[src/rtl/clint_trap_ctrl_pkg.sv]
// Shared CSR addresses and trap cause codes for the machine-mode trap sequencer.
package clint_trap_ctrl_pkg;

  localparam logic [11:0] ADDR_MSTATUS = 12'h300;
  localparam logic [11:0] ADDR_MEPC    = 12'h341;
  localparam logic [11:0] ADDR_MCAUSE  = 12'h342;

  // Interrupt bit set, code 7 = machine timer interrupt.
  localparam logic [63:0] CAUSE_MTIMER  = 64'h8000_0000_0000_0007;
  // Code 11 = environment call from M-mode.
  localparam logic [63:0] CAUSE_ECALL_M = 64'h0000_0000_0000_000B;

endpackage

[src/rtl/clint_trap_ctrl.sv]
// Machine-mode trap sequencer. It takes a timer interrupt, ecall or mret at
// commit and holds the pipe. It writes mepc/mcause/mstatus one per cycle
// through the shared clint CSR port, then issues a redirect/flush pulse.
module clint_trap_ctrl
  import clint_trap_ctrl_pkg::*;
(
  input  logic        clk,
  input  logic        rst_n,
  input  logic        inst_valid_i,
  input  logic [63:0] inst_pc_i,
  input  logic        ecall_i,
  input  logic        mret_i,
  input  logic        global_int_en_i,
  input  logic        mtime_int_en_i,
  input  logic        mtime_int_pend_i,
  input  logic [63:0] csr_mtvec_i,
  input  logic [63:0] csr_mepc_i,
  input  logic [63:0] csr_mstatus_i,
  input  logic        cpu_csr_wen_i,
  output logic        clint_csr_wen_o,
  output logic [11:0] clint_csr_waddr_o,
  output logic [63:0] clint_csr_wdata_o,
  output logic        hold_pipe_o,
  output logic        redirect_valid_o,
  output logic [63:0] redirect_pc_o,
  output logic        int_ack_o
);

  localparam logic [2:0] S_IDLE          = 3'd0;
  localparam logic [2:0] S_W_MEPC        = 3'd1;
  localparam logic [2:0] S_W_MCAUSE      = 3'd2;
  localparam logic [2:0] S_W_MSTATUS     = 3'd3;
  localparam logic [2:0] S_W_MSTATUS_RET = 3'd4;
  localparam logic [2:0] S_REDIRECT      = 3'd5;

  // Trap entry: stash MIE into MPIE, disable interrupts, MPP = M.
  function automatic logic [63:0] mstatus_enter(input logic [63:0] s);
    logic [63:0] r;
    r       = s;
    r[7]    = s[3];
    r[3]    = 1'b0;
    r[12:11] = 2'b11;
    return r;
  endfunction

  // Trap return: restore MIE from MPIE, set MPIE, MPP stays M.
  function automatic logic [63:0] mstatus_return(input logic [63:0] s);
    logic [63:0] r;
    r       = s;
    r[3]    = s[7];
    r[7]    = 1'b1;
    r[12:11] = 2'b11;
    return r;
  endfunction

  logic [2:0]  state_q, state_d;
  logic [63:0] epc_q, epc_d;
  logic [63:0] cause_q, cause_d;
  logic        mret_q, mret_d;

  logic int_take, trig_int, trig_ecall, trig_mret;
  logic [63:0] tvec_base;

  // Trigger priority: interrupt, then ecall, then mret.
  assign int_take   = global_int_en_i & mtime_int_en_i & mtime_int_pend_i;
  assign trig_int   = inst_valid_i & int_take;
  assign trig_ecall = inst_valid_i & ecall_i & ~int_take;
  assign trig_mret  = inst_valid_i & mret_i & ~int_take & ~ecall_i;
  assign tvec_base  = {csr_mtvec_i[63:2], 2'b00};

  // State and trap context registers; sync reset aborts any sequence.
  always_ff @(posedge clk) begin
    if (!rst_n) begin
      state_q <= S_IDLE;
      epc_q   <= '0;
      cause_q <= '0;
      mret_q  <= 1'b0;
    end else begin
      state_q <= state_d;
      epc_q   <= epc_d;
      cause_q <= cause_d;
      mret_q  <= mret_d;
    end
  end

  // Next state; W_* states stall while the CPU owns the CSR write port.
  always_comb begin
    state_d = state_q;
    epc_d   = epc_q;
    cause_d = cause_q;
    mret_d  = mret_q;
    case (state_q)
      S_IDLE: begin
        if (trig_int | trig_ecall) begin
          epc_d   = inst_pc_i;
          cause_d = trig_int ? CAUSE_MTIMER : CAUSE_ECALL_M;
          mret_d  = 1'b0;
          state_d = S_W_MEPC;
        end else if (trig_mret) begin
          mret_d  = 1'b1;
          state_d = S_W_MSTATUS_RET;
        end
      end
      S_W_MEPC:        if (!cpu_csr_wen_i) state_d = S_W_MCAUSE;
      S_W_MCAUSE:      if (!cpu_csr_wen_i) state_d = S_W_MSTATUS;
      S_W_MSTATUS:     if (!cpu_csr_wen_i) state_d = S_REDIRECT;
      S_W_MSTATUS_RET: if (!cpu_csr_wen_i) state_d = S_REDIRECT;
      S_REDIRECT:      state_d = S_IDLE;
      default:         state_d = S_IDLE;
    endcase
  end

  // Outputs; IDLE terms are combinational on the trigger so the pipe stalls at once.
  always_comb begin
    clint_csr_wen_o   = 1'b0;
    clint_csr_waddr_o = '0;
    clint_csr_wdata_o = '0;
    hold_pipe_o       = 1'b0;
    redirect_valid_o  = 1'b0;
    redirect_pc_o     = '0;
    int_ack_o         = 1'b0;
    case (state_q)
      S_IDLE: begin
        hold_pipe_o = trig_int | trig_ecall | trig_mret;
        int_ack_o   = trig_int;
      end
      S_W_MEPC: begin
        hold_pipe_o       = 1'b1;
        clint_csr_wen_o   = ~cpu_csr_wen_i;
        clint_csr_waddr_o = ADDR_MEPC;
        clint_csr_wdata_o = epc_q;
      end
      S_W_MCAUSE: begin
        hold_pipe_o       = 1'b1;
        clint_csr_wen_o   = ~cpu_csr_wen_i;
        clint_csr_waddr_o = ADDR_MCAUSE;
        clint_csr_wdata_o = cause_q;
      end
      S_W_MSTATUS: begin
        hold_pipe_o       = 1'b1;
        clint_csr_wen_o   = ~cpu_csr_wen_i;
        clint_csr_waddr_o = ADDR_MSTATUS;
        clint_csr_wdata_o = mstatus_enter(csr_mstatus_i);
      end
      S_W_MSTATUS_RET: begin
        hold_pipe_o       = 1'b1;
        clint_csr_wen_o   = ~cpu_csr_wen_i;
        clint_csr_waddr_o = ADDR_MSTATUS;
        clint_csr_wdata_o = mstatus_return(csr_mstatus_i);
      end
      S_REDIRECT: begin
        hold_pipe_o      = 1'b1;
        redirect_valid_o = 1'b1;
        // cause_q[63] marks an interrupt; only those use vectored mode.
        if (mret_q)
          redirect_pc_o = csr_mepc_i;
        else if (cause_q[63] && csr_mtvec_i[1:0] == 2'b01)
          redirect_pc_o = tvec_base + {cause_q[61:0], 2'b00};
        else
          redirect_pc_o = tvec_base;
      end
      default: ;
    endcase
  end

endmodule

[config.mk]
export PLATFORM = sky130hd
export DESIGN_NAME = clint_trap_ctrl
export DESIGN_NICKNAME = d
export VERILOG_FILES = /design/src/rtl/clint_trap_ctrl_pkg.sv /design/src/rtl/clint_trap_ctrl.sv
export SDC_FILE = /design/constraint.sdc
export NUM_CORES = 1
export LEC_CHECK = 0
export ABC_AREA = 1
export BUFFER_PORTS_ARGS = -buffer_cell sky130_fd_sc_hd__buf_2
export CAP_MARGIN = 20
export CORE_AREA = 2 2 159 161
export CTS_CLUSTER_DIAMETER = 100
export CTS_CLUSTER_SIZE = 10
export DETAILED_ROUTE_END_ITERATION = 7
export DIE_AREA = 0 0 161 163
export GPL_TIMING_DRIVEN = 0
export HOLD_SLACK_MARGIN = 0.06
export SLEW_MARGIN = 40
export SYNTH_ARGS = -nofsm -noshare
export SYNTH_HDL_FRONTEND = slang
export SYNTH_SLANG_ARGS = --single-unit
[constraint.sdc]
create_clock -name clk -period 2.37 [get_ports clk]
set_input_delay 0.237 -clock clk [delete_from_list [all_inputs] [get_ports clk]]
set_output_delay 0.237 -clock clk [all_outputs]
set_load 0.02 [all_outputs]
# Word level (Yosys, flattened, before mapping)
# Index checks and enable logic that the tools add are counted.
classes:
  n_addsub: 1
  n_eq_ne: 10
  n_mux: 18
  bitwise: 13
  reduce_logical: 9
ops:
  columns: ["operator", "count"]
  rows:
  - ["64-bit two-way mux", 4]
  - ["64-bit one-hot mux with 4 select lines", 1]
  - ["64-bit adder", 1]
  - ["10-bit one-hot mux with 3 select lines", 1]
  - ["3-bit two-way mux", 5]
  - ["3-bit one-hot mux with 4 select lines", 1]
  - ["1-bit bitwise AND", 8]
  - ["3-bit by 2-bit equality test with 1-bit output (second input constant)", 2]
  - ["3-bit equality test (second input constant)", 2]
  - ["2-bit != test (second input constant)", 3]
  - ["1-bit two-way mux", 5]
  - ["5-bit OR reduction", 1]
  - ["2-bit AND reduction", 2]
  - ["4-bit AND reduction", 1]
  - ["4-bit OR reduction", 1]
  - ["3-bit by 1-bit equality test with 1-bit output (second input constant)", 1]
  - ["3-bit logical NOT", 1]
  - ["3-bit != test (second input constant)", 1]
  - ["1-bit NOT", 3]
  - ["2-bit by 1-bit equality test with 1-bit output (second input constant)", 1]
  - ["1-bit bitwise OR", 2]
  - ["1-bit one-hot mux with 2 select lines", 1]
  - ["2-bit nonzero test", 1]
  - ["2-bit OR reduction", 1]
  - ["1-bit logical AND", 1]
word_totals:
  register_bits: 132
  output_inout_bits: 144

# Depth between registers and ports, before layout
depth:
  word_depth: 8
  ltp_mapped: 13

# Worst setup path after synthesis
# No wires, ideal clock.
synth_path:
  path_kind: "reg-to-output"
  startpoint: "register cause_q[1]"
  endpoint: "output redirect_pc_o[30]"
  arrival_ns: 1.984
  required_time_ns: 2.133
  setup_slack_ns: 0.149
  path_stages_with_launch: 10
  path_buffers: 0
  cell_sequence: "dfxtp_1 -> ha_1 -> inv_1 -> fa_1 -> nor2_1 -> nor2_1 -> nor2_4 -> nand4_1 -> or2_0 -> a21oi_1"
synth_between:
  elab_chain_len: 4
synth_rtl:
  columns: ["item", "line", "text"]
  rows:
  - ["start, declared", "clint_trap_ctrl.sv:58", "logic [63:0] cause_q, cause_d;"]
  - ["start signal, assigned", "clint_trap_ctrl.sv:81", "cause_q <= cause_d;"]
  - ["64-bit adder", "clint_trap_ctrl.sv:158", "redirect_pc_o = tvec_base + {cause_q[61:0], 2'b00};"]
  - ["64-bit two-way mux", "clint_trap_ctrl.sv:157", "else if (cause_q[63] && csr_mtvec_i[1:0] == 2'b01)"]
  - ["64-bit two-way mux", "clint_trap_ctrl.sv:155", "if (mret_q)"]
  - ["64-bit two-way mux", "clint_trap_ctrl.sv:122", "case (state_q)"]
  - ["end, declared", "clint_trap_ctrl.sv:25", "output logic [63:0] redirect_pc_o,"]
# Every way passes these cells.

# Final worst setup path
layout_path:
  startpoint: "register cause_q[1]"
  endpoint: "output redirect_pc_o[58]"
# The elaborated chain is that of the path after synthesis.

==> impl_metrics.toml <==
[worst_setup_path]
slowest_delay_ns = 0.37
slowest_stage = "dfxtp_4"
cp_common_cell = "nor2_4"
critPathCaptureType = "primary output"
cp.required_ns = 2.13
worstSetupStartpointType = "flip-flop"
worstPathArrival_ns = 2.55
critical_path.max_fanout = 6
crit_chain = "ha_4, inv_2, fa_2, nor2_4, nor2_4, nor2_4, buf_4, nand2_4, nor2_4, buf_12, nand3_2, nand2_2, nand3_2, nand2_2, inv_1, buf_6"
crit_type = "reg2out"
r2r_slack_ns = 0.49

[clocking]
cts_root_buf = "clkbuf_16"
cts_buffers = 9
postCtsHoldBufs = 0
clk_pin_slew_ns = 0.07
clock-sinks = 71
cts_tree = "done"
cts_buffer_depth = 2
clock_latency_ns = 0.35
h-tree-depth = 3

[cells_and_area]
area_growth_pct = 58.33
fin_area_um2 = 10480
final_cell_mix = "buf_2, nor2_1, nand2_1, inv_1, o21ai_0"
utilization_pct = 42.48
layout_commonest_cell = "buf_2"
drive_above_1_share_pct = 38.70
fin_nets = 1898
fill_cells = 2710

[placement]
place_ws_ns = -0.3626
portBuffers = 398
gp_congestion = 0.9211
place_area_um2 = 9047
dp_hpwl_mm = 28.74

[yosys]
synthTopCellsByArea = "dfxtp_1, nor2_1, nand2_1"
yosysSeqAreaShare_pct = 21.47
synth.avg_cell_area_um2 = 5.563
synth_cell_types = 37
synth_top_area_share_pct = 21.47
yosysWarnings = 0
synth_top_cell_by_area = "dfxtp_1"
synthCells = 1190
syn-cell-area_um2 = 6620
ys_seq_elements = 71

[sta]
worst_pin_slew_ns = 0.8016
finalHoldViolCount = 0
post-route-period-util_pct = 117.6
timing.hold.ws_ns = 0.1421
setup_viol = 54
min_period_ns = 2.788
timing.final.ws_setup_ns = -0.4179
rsz0062_at_grt = "yes"
fin_worst_skew_ns = 0.006579
slew_headroom_pct = 46.56
clock.fmax_mhz = 358.7
finalMaxSlewViolations = 0

[detailed_routing]
drt-vias-per-instance = 4.836
wl_per_cell_um = 17.72
drtIter0Drc = 612
drc = 0
vias = 9502
ant_nets = 0
wl_mm = 34.81
dr.pass1.iters = 4

[flow_run]
drv_cap = 0

[power_and_ir_drop]
clkPwrFrac_pct = 16.3
p_seq_share_pct = 21.6
peakVddDrop_v = 0.0005580
p_total_mw = 8.256
p_comb_share_pct = 62.2
p_sw_share_pct = 51.19
leakagePower_nw = 5.600
p_switching_mw = 4.226
p_per_area_nw_per_um2 = 787.7
p_int_mw = 4.030

[global_route]
grtUsageMet2_pct = 50.41
grt_use_met3_pct = 3.438
grt_start_max_net_pins = 17
gr-usage-all-layers_pct = 25.56
busiest_layer = "met2"
grt_first_pass_wirelength_mm = 51.18
grt_pass1_vias = 9064
antenna_found_initial = 4
grt_use_met1_pct = 28.38
grt_overflow_total = 0

[floorplanning]
die_h_um = 163
die-area_um2 = 26240
core_region_area_um2 = 24670
die_w_um = 161
num_io_pins = 409
initial_utilization_pct = 26.83
num_rows = 58

[worst_hold_path]
min_path_type = "in2reg"

[run_status]
outcome = "complete, but fails checks"
violations = "negative setup slack"
[power by group through the flow]
stage	Sequential [mW]	Combinational [mW]	Clock, mW
3_3_place_gp	1.78	4.79	0
2_1_floorplan	1.68	3.07	0
6_report	1.78	5.13	1.34
3_5_place_dp	1.79	4.82	0
4_1_cts	1.77	5.01	1.37
5_1_grt	1.82	5.59	1.41
[Yosys cell counts (all sizes together)]
master and number:
a211oi 1, nor4 3, o21ai 104, xor2 4, a21oi 24, o21bai 1, nor3 12, nand4 24
conb 1, buf 27, fa 1, nand3 78, xnor2 1, dfxtp 71, nor2 322, ha 4
nand2 263, and2 1, clkbuf 35, o211ai 10, or2 9, a22oi 1, a22o 56, inv 126
nand3b 11
[routing by layer]
layer  vias up  part of all wire, %
met2       401                   53
met1      4330                   37
met5         -                0.078
met4         4                  2.8
li1       4715                    -
met3        52                  6.6
[flip-flops by register name, indices dropped and copies added, names as in the netlist]
signal   count
epc_q       64
cause_q      3
state_q      3
mret_q       1
[critical path: cells and delay by family (launching register included)]
family                     cells  cell delay, ns
and+or+nand+nor                9            0.86
DFF                            1            0.37
adders and majority gates      2            0.50
buffers and inverters          5            0.46
[metrics by stage]
| stage | TNS (ns) | std cells |
|---|---|---|
| 6_report | -10.93 | 1965 |
| 2_1_floorplan | 0 | 1196 |
| 3_5_place_dp | -4.903 | 1924 |
| 5_1_grt | -17.93 | 1964 |
| 4_1_cts | -7.639 | 1954 |
| 3_3_place_gp | -4.140 | 1924 |
[what timing repair did]
item	4_1_cts	5_1_grt
setup endpoints to repair	94	99
pin swaps	33	68
gates resized for setup	147	137
setup buffers	14	9
[kinds of logic after synthesis]
group	after synthesis	synth area share, %
AOI/OAI and AO/OA	197	18.56
xor gates and xnor gates	5	0.6615
adders and majority gates	5	1.058
buffers and inverters	188	11.53
DFF	71	21.47
other	1	0.05665
and+or+nand+nor	723	46.66
[final timing paths]
check | end | startpoint | depth (start not counted)
worst min-delay path | epc_q[38]$_SDFFE_PN0P_ | inst_pc_i[38] | 3
worst min register to register | epc_q[63]$_SDFFE_PN0P_ | epc_q[63]$_SDFFE_PN0P_ | 2
worst max-delay path | redirect_pc_o[58] | cause_q[1]$_SDFFE_PN0P_ | 16
worst max register to register | epc_q[48]$_SDFFE_PN0P_ | state_q[0]$_SDFFE_PN0P_ | 8
[layout make-up]
cell class	instances	area, um^2	area share [%]
flip-flops and latches	71	1433	13.67
plain buffers	62	317.8	3.032
clock buffers	9	225.2	2.149
diodes	2	5.005	0.04775
clock inverters	7	67.56	0.6446
well taps	330	412.9	3.939
repair buffers	421	2490	23.76
multi-input cells	937	5057	48.25
inverters	126	473.0	4.512
Note: power is estimated with default switching activity, not from simulation.
